`config.mk`:
```
export PLATFORM = sky130hd
export DESIGN_NAME = serial_word_feeder
export DESIGN_NICKNAME = d
export VERILOG_FILES = /design/src/rtl/feeder_pkg.sv /design/src/rtl/feeder_hold_buf.sv /design/src/rtl/serial_word_feeder.sv
export SDC_FILE = /design/constraint.sdc
export NUM_CORES = 1
export LEC_CHECK = 0
export CAP_MARGIN = 20
export CORE_ASPECT_RATIO = 1.25
export CORE_UTILIZATION = 55
export DETAILED_ROUTE_END_ITERATION = 8
export GPL_TIMING_DRIVEN = 0
export PLACE_DENSITY = 0.9
export SYNTH_ARGS = -nofsm -noshare
export SYNTH_HDL_FRONTEND = slang
export SYNTH_SLANG_ARGS = --single-unit
```
`constraint.sdc`:
```
create_clock -name clk -period 3.6 [get_ports clk]
set_input_delay 0.72 -clock clk [delete_from_list [all_inputs] [get_ports clk]]
set_output_delay 0.72 -clock clk [all_outputs]
set_load 0.02 [all_outputs]
```
`src/rtl/feeder_pkg.sv`:
```
// Shared definitions for the serial word feeder.
//   DEFAULT_WIDTH / DEFAULT_LEN_W / DEFAULT_CNT_W : default parameter values
//   state_t : feeder FSM encoding (IDLE=0, SHIFT=1)
//   eff_len : maps a requested length onto the range 1..width
package feeder_pkg;

    localparam int unsigned DEFAULT_WIDTH = 16;
    localparam int unsigned DEFAULT_LEN_W = 5;
    localparam int unsigned DEFAULT_CNT_W = 8;

    typedef enum logic {
        IDLE  = 1'b0,
        SHIFT = 1'b1
    } state_t;

    // A length of 0 or anything above the word width means "send the full word".
    function automatic int unsigned eff_len(input int unsigned len, input int unsigned width);
        if (len == 0 || len > width) begin
            return width;
        end
        return len;
    endfunction

endpackage

```
`src/rtl/feeder_hold_buf.sv`:
```
// One-entry holding buffer for a word and its effective length.
//   clk, rst          : clock, async active-high reset
//   wr, wr_data/len   : write strobe and payload
//   rd                : read strobe (entry moves to the shifter)
//   data, len, full   : stored entry and its occupancy flag
//   ready             : buffer can take a word (combinational)
module feeder_hold_buf
    import feeder_pkg::*;
#(
    parameter int unsigned WIDTH = DEFAULT_WIDTH,
    parameter int unsigned LEN_W = DEFAULT_LEN_W
) (
    input  logic             clk,
    input  logic             rst,
    input  logic             wr,
    input  logic [WIDTH-1:0] wr_data,
    input  logic [LEN_W-1:0] wr_len,
    input  logic             rd,
    output logic [WIDTH-1:0] data,
    output logic [LEN_W-1:0] len,
    output logic             full,
    output logic             ready
);

    // A write on the same edge as a read refills the entry, so it wins.
    always_ff @(posedge clk or posedge rst) begin
        if (rst) begin
            data <= '0;
            len  <= LEN_W'(WIDTH);
            full <= 1'b0;
        end else begin
            if (rd) begin
                full <= 1'b0;
            end
            if (wr) begin
                data <= wr_data;
                len  <= wr_len;
                full <= 1'b1;
            end
        end
    end

    assign ready = !full;

endmodule

```
`src/rtl/serial_word_feeder.sv`:
```
// Parallel-to-serial word feeder, LSB first, with a one-entry skid buffer.
//   clk, rst               : clock, async active-high reset
//   in_valid/in_ready      : upstream handshake
//   in_data, in_len        : word and bit count (0 or >WIDTH means WIDTH)
//   ser_en                 : downstream advance strobe
//   ser_bit, ser_valid     : serial output
//   frame_start, frame_end : first / last bit of a word is presented
//   words_sent             : count of fully consumed words (wraps)
module serial_word_feeder
    import feeder_pkg::*;
#(
    parameter int unsigned WIDTH = DEFAULT_WIDTH,
    parameter int unsigned LEN_W = DEFAULT_LEN_W,
    parameter int unsigned CNT_W = DEFAULT_CNT_W
) (
    input  logic             clk,
    input  logic             rst,
    input  logic             in_valid,
    output logic             in_ready,
    input  logic [WIDTH-1:0] in_data,
    input  logic [LEN_W-1:0] in_len,
    input  logic             ser_en,
    output logic             ser_bit,
    output logic             ser_valid,
    output logic             frame_start,
    output logic             frame_end,
    output logic [CNT_W-1:0] words_sent
);

    state_t             state;
    state_t             state_next;
    logic [WIDTH-1:0]   sh;
    logic [LEN_W-1:0]   cnt;
    logic [LEN_W-1:0]   len_q;

    logic [WIDTH-1:0]   hold_data;
    logic [LEN_W-1:0]   hold_len;
    logic               hold_full;

    logic [LEN_W-1:0]   in_len_eff;
    logic               accept;
    logic               adv;
    logic               last;
    logic               load_slot;
    logic               load_hold;
    logic               load_bypass;
    logic               load;
    logic               hold_wr;
    logic [WIDTH-1:0]   load_data;
    logic [LEN_W-1:0]   load_len;

    assign in_len_eff = LEN_W'(eff_len(32'(in_len), WIDTH));

    // Handshake and load decisions.
    assign accept      = in_valid && in_ready;
    assign adv         = ser_valid && ser_en;
    assign last        = (cnt == LEN_W'(len_q - LEN_W'(1)));
    assign load_slot   = (state == IDLE) || (adv && last);
    assign load_hold   = load_slot && hold_full;
    assign load_bypass = load_slot && !hold_full && accept;
    assign load        = load_hold || load_bypass;
    assign hold_wr     = accept && !load_slot;
    assign load_data   = hold_full ? hold_data : in_data;
    assign load_len    = hold_full ? hold_len  : in_len_eff;

    feeder_hold_buf #(
        .WIDTH (WIDTH),
        .LEN_W (LEN_W)
    ) u_hold (
        .clk     (clk),
        .rst     (rst),
        .wr      (hold_wr),
        .wr_data (in_data),
        .wr_len  (in_len_eff),
        .rd      (load_hold),
        .data    (hold_data),
        .len     (hold_len),
        .full    (hold_full),
        .ready   (in_ready)
    );

    // State register.
    always_ff @(posedge clk or posedge rst) begin
        if (rst) begin
            state <= IDLE;
        end else begin
            state <= state_next;
        end
    end

    // Next state: every load slot either reloads or drains to IDLE.
    always_comb begin
        state_next = state;
        if (load_slot) begin
            state_next = load ? SHIFT : IDLE;
        end
    end

    // Output decode.
    always_comb begin
        ser_valid   = (state == SHIFT);
        ser_bit     = sh[0];
        frame_start = ser_valid && (cnt == '0);
        frame_end   = ser_valid && last;
    end

    // Shifter, bit counter and length register.
    always_ff @(posedge clk or posedge rst) begin
        if (rst) begin
            sh    <= '0;
            cnt   <= '0;
            len_q <= LEN_W'(WIDTH);
        end else if (load) begin
            sh    <= load_data;
            cnt   <= '0;
            len_q <= load_len;
        end else if (adv && !last) begin
            sh    <= {1'b0, sh[WIDTH-1:1]};
            cnt   <= cnt + LEN_W'(1);
        end
    end

    // Completed-word counter.
    always_ff @(posedge clk or posedge rst) begin
        if (rst) begin
            words_sent <= '0;
        end else if (adv && last) begin
            words_sent <= words_sent + CNT_W'(1);
        end
    end

endmodule
```
==> results.toml <==
[logic_synthesis]
ys_ff_latch = 57
ys_seq_area_share_pct = 50.58
synth_most_common_cell = "dfrtp_1"
syn_area_sq_mm = 0.002825
yosys_warnings = 0
syn_area_per_cell_sq_um = 11.35
syn_nets = 279
synth.distinct_cells = 39
synth_edf_count = 0
ys_dominant_reg_cell = "dfrtp_1"
syn_inst = 249
ys_async_sr_fraction_pct = 100.0
synthTopCellsByArea = "dfrtp_1 (49%), mux2_2 (8.8%), a221o_1 (5.3%), a22oi_1 (4.0%), a21oi_1 (3.5%)"
synth_top_area_share_pct = 48.72
synth_largest_area_cell = "dfrtp_1"
yosys-top-cells-count = "dfrtp_1 (55), mux2_2 (22), a21oi_1 (20)"

[global_routing]
grt-ovfl-total = 0
first_global_vias = 2158
antenna_found_initial = 0
grtUsageTotal_pct = 24.51
grt_first_pass_wirelength_um = 9639
grt_max_degree = 33

[die]
die_width_um = 66.11
rows = 28
die_h_um = 82.13
io_pins = 38
core_area_sq_mm = 0.004835
initial_core_util_pct = 58.44
die-area_sq_mm = 0.005429

[timing]
worstMarginPinSlew_ns = 0.5740
tns_ns = 0
period_share_pct = 94.94
clock_skew_ns = 0.008541
max_freq_mhz = 292.6
report.final.slew_viol_count = 0
rsz0062_at_grt = "false"
finalHoldViolations = 0
setup_viol = 0
hold_slack_ns = 0.4736
slew_headroom_pct = 61.68
fin_crit_ns = 3.418

[route]
route.met2.wl_um = 3042
routed-wl-met3_um = 179
route.antenna.remaining_nets = 0
top_layer_used = "met4"
routed_wirelength_um = 5863
vias_per_cell = 5.936
first_iter_violations = 146
wl_per_cell_um = 16.29
routed-via-count = 2137
drc_errors = 0
wl_met1_um = 2539
first_pass_iters = 4

[clock_tree]
cts_setup_buffers = 0
cts_tree = "done"
clkLatencyLatePin_ns = 0.34
clock-root-buffer = "clkbuf_8"
cts_max_level = 3
clk_pin_slew_ns = 0.06
cts_hold_buf = 0
cts_sinks = 57
cts-resized-gates = 0
clock_path_buffers = 2
numCtsBuffers = 9

[place]
io_buffer_count = 37
dp_hpwl_um = 4179
dp_cells = 347
gp_congestion = 0.8124

[final_layout]
n_fill_cell = 367
drive_gt1_share_pct = 16.33
syn2layout_area_growth_pct = 22.10
stdcell_count = 360
multi_input_area_sq_mm = 0.001277
regArea_sq_mm = 0.001429
nNetsFinal = 327
diodes = 0

[critical_path]
worstPathRequired_ns = 2.88
crit_chain = "inv_1 > ha_1 > nand4bb_1 > a211oi_2 > o211a_2 > and2_1 > clkdlybuf4s50_1"
crit_buf_inv = 2
path_class = "register to output port"
slowest_delay_ns = 0.59
crit_fanout = 15
crit_path_end_kind = "output port"
cpLargestDelayFamily = "compound AO/OA/AOI/OAI gates"
cp-start-kind = "register"
cp_slowest_cell = "clkdlybuf4s50_1"
arrival_ns = 2.70

[flow_run]
drv_cap = 0

[worst_hold_path]
hp-class = "register to register"

[power]
powerDensity_mw_per_mm2 = 736.8
max-vdd-ir-drop_mv = 0.4109
leakage_nw = 1.496

[status]
outcome = "finished clean"
## stage by stage
stage                     util [%]  worst slack, ns  area (sq um)  total power (W)
after floorplan                  -            1.031          2825         0.001759
final                        71.35           0.1820          3450         0.002542
after global routing         71.35          0.05184          3450         0.002702
after CTS                    71.35           0.1674          3450         0.002558
after global placement       67.65           0.3428          3271         0.001969
after detailed placement     68.06           0.3003          3291         0.002040
## power breakdown
part	internal [W]	total (W)	switching (W)
Clock	0.000280	0.000513	0.000232
Sequential	0.000892	0.00107	0.000178
Combinational	0.000495	0.000959	0.000464
Total	0.00167	0.00254	0.000875
## layout make-up
cell class | count | area share (%)
Tap cell | 60 | 2.176
Sequential cell | 57 | 41.42
Multi-Input combinational cell | 164 | 37.03
Buffer | 14 | 1.922
Inverter | 13 | 1.415
Timing Repair Buffer | 38 | 11.32
Clock buffer | 14 | 4.715
## state kept, by name (all words and copies together) (netlist names)
| name | cells |
|---|---|
| sh | 16 |
| ser_valid | 1 |
| u_hold.len | 5 |
| len_q | 5 |
| u_hold.data | 16 |
| words_sent | 8 |
| u_hold.full | 1 |
| cnt | 5 |
## cells by family after synthesis
group | synth area share, %
compound gates | 18.07
xor+xnor | 4.296
fa+ha+maj | 2.214
buf+inv | 4.207
flops | 50.58
mux | 11.25
simple gates | 9.389
## placed cells by master, fill, tap and decap left out, drive strengths merged, types with 10 or more instances in the layout
master / Yosys / final
mux2: 22 / 22
clkbuf: 8 / 21
inv: 13 / 13
a22oi: 16 / 16
xnor2: 10 / 10
a21oi: 21 / 21
a221o: 15 / 15
dfrtp: 55 / 55
clkdlybuf4s50: 0 / 37
## routing by layer
metal / track usage [%] / vias up
met2: 40.82 / 49
li1: - / 1014
met5: 0 / -
met1: 29.45 / 1067
met3: 5.495 / 7
met4: 13.40 / 0
## final timing paths
kind | start | end | slack [ns] | cells after the start
worst min register to register | u_hold.len[4]$_DFFE_PP1P_ | u_hold.len[4]$_DFFE_PP1P_ | 0.47 | 2
worst min-delay path | u_hold.len[4]$_DFFE_PP1P_ | u_hold.len[4]$_DFFE_PP1P_ | 0.47 | 2
worst max-delay path | len_q[0]$_DFFE_PP0P_ | frame_end | 0.18 | 7
min in group asynchronous | rst | words_sent[6]$_DFFE_PP0P_ | 0.77 | 2
worst max register to register | len_q[0]$_DFFE_PP0P_ | u_hold.data[3]$_DFFE_PP0P_ | 1.08 | 8
max in group asynchronous | rst | u_hold.len[0]$_DFFE_PP0P_ | 2.27 | 3
## worst reg2reg max path: cells and delay by family (launching register included)
family,cells,cell delay (ns)
AO/OA/AOI/OAI,2,0.68
buffers and inverters,2,0.31
flip-flops,1,0.42
multiplexers,1,0.36
adder cells (fa/ha/maj),1,0.23
AND/OR/NAND/NOR,2,0.40
Power figures use the tool's default switching activity.
